### src/rtl/sysid_checker_pkg.sv
// Shared types and constants for the system-ID checker and its read timer.
// Latency: n/a (types and constants only).
// Backpressure: n/a.
package sysid_checker_pkg;

    // Checker sequencing states
    typedef enum logic [2:0] {
        S_IDLE      = 3'd0,
        S_REQ       = 3'd1,
        S_WAIT_DATA = 3'd2,
        S_CHECK     = 3'd3,
        S_FINISH    = 3'd4
    } state_e;

    // Word addresses inside the system-ID slave
    localparam logic ADDR_ID = 1'b0;
    localparam logic ADDR_TS = 1'b1;

    // Width of the per-read timeout counter and of the retry counter
    localparam int TMR_W   = 8;
    localparam int RETRY_W = 2;

    // One data word as returned by the slave
    typedef logic [31:0] word_t;

endpackage

### src/rtl/sysid_read_timer.sv
// Per-read timeout counter plus retry counter for the system-ID checker.
// Latency: expired_o is combinational in the cycle the count would reach TIMEOUT_CYCLES.
// Backpressure: none; counts while tick_i is high, clear_i has priority.
module sysid_read_timer
    import sysid_checker_pkg::*;
#(
    parameter int TIMEOUT_CYCLES = 255,
    parameter int MAX_RETRIES    = 2
) (
    input  logic clock,
    input  logic reset_n,
    input  logic clear_i,
    input  logic tick_i,
    input  logic retry_clr_i,
    input  logic retry_inc_i,
    output logic expired_o,
    output logic retries_exhausted_o
);

    localparam logic [TMR_W-1:0]   LAST_COUNT = TMR_W'(TIMEOUT_CYCLES - 1);
    localparam logic [RETRY_W-1:0] RETRY_MAX  = RETRY_W'(MAX_RETRIES);

    logic [TMR_W-1:0]   count_q, count_d;
    logic [RETRY_W-1:0] retries_q, retries_d;

    // Next-state for the cycle counter and the retry counter
    always_comb begin
        count_d   = count_q;
        retries_d = retries_q;
        if (clear_i) begin
            count_d = '0;
        end else if (tick_i) begin
            count_d = count_q + 1'b1;
        end
        if (retry_clr_i) begin
            retries_d = '0;
        end else if (retry_inc_i && (retries_q != RETRY_MAX)) begin
            retries_d = retries_q + 1'b1;
        end
    end

    // Counter registers
    always_ff @(posedge clock or negedge reset_n) begin
        if (!reset_n) begin
            count_q   <= '0;
            retries_q <= '0;
        end else begin
            count_q   <= count_d;
            retries_q <= retries_d;
        end
    end

    // The read has used its full budget when this tick would bring the count to TIMEOUT_CYCLES
    assign expired_o           = tick_i && (count_q == LAST_COUNT);
    assign retries_exhausted_o = (retries_q >= RETRY_MAX);

endmodule

### config.mk
export PLATFORM = sky130hd
export DESIGN_NAME = sysid_read_timer
export DESIGN_NICKNAME = d
export VERILOG_FILES = /design/src/rtl/sysid_checker_pkg.sv /design/src/rtl/sysid_read_timer.sv
export SDC_FILE = /design/constraint.sdc
export NUM_CORES = 1
export LEC_CHECK = 0
export ABC_CLOCK_PERIOD_IN_PS = 2760
export BUFFER_PORTS_ARGS = -buffer_cell sky130_fd_sc_hd__clkbuf_2
export CAP_MARGIN = 20
export CORE_AREA = 2 2 39 41
export DETAILED_ROUTE_END_ITERATION = 16
export DIE_AREA = 0 0 41 43
export PLACE_DENSITY = 0.68
export SYNTH_ARGS = -nofsm -noshare
export SYNTH_HDL_FRONTEND = slang
export SYNTH_SLANG_ARGS = --single-unit
### constraint.sdc
create_clock -name clock -period 2.76 [get_ports clock]
set_input_delay 0.138 -clock clock [delete_from_list [all_inputs] [get_ports clock]]
set_output_delay 0.138 -clock clock [all_outputs]
set_load 0.05 [all_outputs]
==> flow_metrics.py <==
metrics = {
    "setup_path": {
        "startpoint": "retries_q[0]",
        "slowest_delay_ns": 0.34,
        "end_kind": "primary output",
        "timing.rr.start": "count_q[0]",
        "cp_max_fo": 3,
        "slowest_stage": "dfrtp_1",
        "path_cells": "inv_1, ha_1, or2_2, clkbuf_2",
        "cp_data_required_time_ns": 2.62,
        "critical_path.top_delay_family": "flip-flops",
        "start_kind": "flip-flop",
        "path_buf_inv": 2,
        "r2r_slack_ns": 1.50,
        "cp.arrival_ns": 1.41,
        "crit_type": "reg2out",
    },
    "route": {
        "via_per_inst": 4.95,
        "first_iter_violations": 5,
        "route.detailed.drc": 0,
        "ant_nets": 0,
        "wl_per_cell_um": 10.6,
        "num_vias": 391,
        "dr.pass1.iters": 2,
        "wirelength_um": 838,
    },
    "floorplanning": {
        "fp.coreArea_mm2": 0.00138,
        "ios": 8,
        "rows": 14,
        "initial_core_util_pct": 37.1,
        "die_area_mm2": 0.00176,
        "die_x_um": 41,
        "die_h_um": 43,
    },
    "clock_tree": {
        "worst_skew_pair.late_latency_ns": 0.27,
        "cts_buffers": 3,
        "clock_path_buffers": 2,
        "clk_pin_slew_ns": 0.06,
        "clock_sinks": 10,
        "clk_root_buffer_cell": "clkbuf_4",
        "htree_levels": 1,
        "cts_tree": "built",
    },
    "finish": {
        "antenna_cells": 0,
        "layout_commonest_cell": "dfrtp_1",
        "drive_above_1_share_pct": 20.6,
        "syn2layout_area_growth_pct": 17.6,
        "fin_cells": 79,
        "utilization_pct": 43.6,
        "final_nets": 73,
        "final_cell_mix": "10 x dfrtp_1, 7 x nor2_1, 7 x clkbuf_2",
    },
    "power": {
        "p_leak_nw": 0.278,
        "power_uw": 327,
        "switching_share_pct": 24.4,
        "ir_drop_mv": 0.247,
        "seq_power_share_pct": 48.2,
        "pwr-share-comb_pct": 11.9,
        "p_clk_share_pct": 39.9,
        "power.density_mw_per_mm2": 543,
        "power.internal_uw": 247,
        "netSwitchingPower_uw": 79.9,
    },
    "sta": {
        "finalCriticalPeriod_ns": 1.54,
        "rsz0062_at_grt": "no",
        "slew-limit-headroom_pct": 81.6,
        "maxSlewViolCount": 0,
        "fin_hold_ws_ns": 0.0394,
        "timing.fmax_ghz": 0.648,
        "fin_crit_sh_pct": 55.9,
        "setup_tns_ns": 0,
        "final-hold-violation-count": 0,
        "finalSetupViolations": 0,
        "tightest_slew_ns": 0.277,
        "clock_skew_ns": 0.00296,
    },
    "global_route": {
        "grtUsageMet1_pct": 17.1,
        "grt_pass1_wl_um": 1470,
        "grt_most_used_layer": "met1",
        "grt_max_degree": 11,
        "grt_antenna_before_repair": 0,
        "first_global_vias": 375,
        "grt_util_met2_pct": 16.3,
        "track_usage_pct": 12.9,
        "overflow": 0,
        "grt_use_met3_pct": 4.71,
    },
    "run_status": {
        "status": "complete, no violations",
    },
    "placed_design": {
        "dpl.hpwl_um": 642,
        "placed_cells": 74,
        "numPortBuffers": 7,
        "place.gp.congestion": 0.761,
    },
    "synthesis": {
        "synth.yosys.seq_area_share_pct": 48.8,
        "synth-seq-cells": 10,
        "synth_area_leader_cell": "dfrtp_1",
        "synthCells": 53,
        "synth_cell_type_count": 19,
        "syn_area_um2": 513,
        "ys_warn_count": 0,
        "synth.top_cell.area_share_pct": 48.8,
        "synth_nets": 62,
        "synth_area_leaders": "dfrtp_1 49%, ha_1 7.3%, nor2_1 5.1%, xor2_1 5.1%, a21oi_1 4.9%",
        "avgSynthCellArea_um2": 9.68,
    },
    "run": {
        "drv_cap": 0,
    },
    "worst_hold_path": {
        "min_from": "retry_clr_i",
        "holdCritPathClass": "in2reg",
    },
}
repair_timing:
action	4_1_cts	5_1_grt
resized for setup	0	0
endpoints found under the hold margin	10	0
buffers inserted	0	0
setup endpoints to repair	0	0
hold buffers	1	0
final cells by class:
type | count | area (um^2)
inverter | 2 | 7.51
fill | 134 | 781
timing repair buffer | 8 | 45.0
sequential | 10 | 250
clock buffer | 4 | 36.3
tap | 16 | 20.0
multi-input combinational | 39 | 244
power groups by stage:
stage	clock [mW]	combinational, mW	sequential (mW)
after floorplan	0	0.0279	0.159
after global placement	0	0.0370	0.160
after detailed placement	0	0.0386	0.160
after CTS	0.135	0.0400	0.158
after global routing	0.143	0.0445	0.158
final	0.131	0.0389	0.158
per-stage QoR:
step / cell area [um^2] / worst slack, ns
after floorplan: 513 / 1.29
after global placement: 557 / 1.53
after detailed placement: 557 / 1.50
after CTS: 603 / 1.20
after global routing: 603 / 1.15
final: 603 / 1.22
final timing paths:
path | end | depth (start not counted)
worst max-delay path | retries_exhausted_o | 4
worst min-delay path | retries_q[0] | 2
worst max register to register | count_q[6] | 4
worst min register to register | retries_q[0] | 2
max in group asynchronous | count_q[1] | 2
min in group asynchronous | count_q[5] | 2
synth_stat cells:
cell type and number:
nand2b_1 2, a211oi_1 1, nand4_1 3, clkbuf_1 1
xnor2_1 1, nand3_1 2, ha_1 3, nand4_2 1
inv_1 2, or3_1 3, nor2_1 7, a21oi_1 5
o21ai_0 3, or2_2 1, dfrtp_1 10, nand2_1 3
nor3b_1 1, buf_4 1, xor2_1 3
sequential cells by signal, summed over array words and instances (netlist names):
| signal | count |
|---|---|
| count_q | 8 |
| retries_q | 2 |
cell families after synthesis:
| group | share of synthesized area (%) |
|---|---|
| simple gates | 24.1 |
| compound gates | 9.27 |
| flops | 48.8 |
| buf+inv | 3.66 |
| fa+ha+maj | 7.32 |
| xor+xnor | 6.83 |
metal layers:
metal / part of all wire (%) / wire, um
met2: 47 / 390
met3: 3.5 / 29
met1: 48 / 403
met4: 1.8 / 15
met5: 0 / 0
worst register-to-register path, delay by kind of cell, from the launching register on:
kind,cells,cell delay (ns)
adder cells (fa/ha/maj),1,0.22
AND/OR/NAND/NOR,2,0.42
flip-flops,1,0.42
AO/OA/AOI/OAI,1,0.14
No activity file was read; power rests on OpenSTA's default activity.
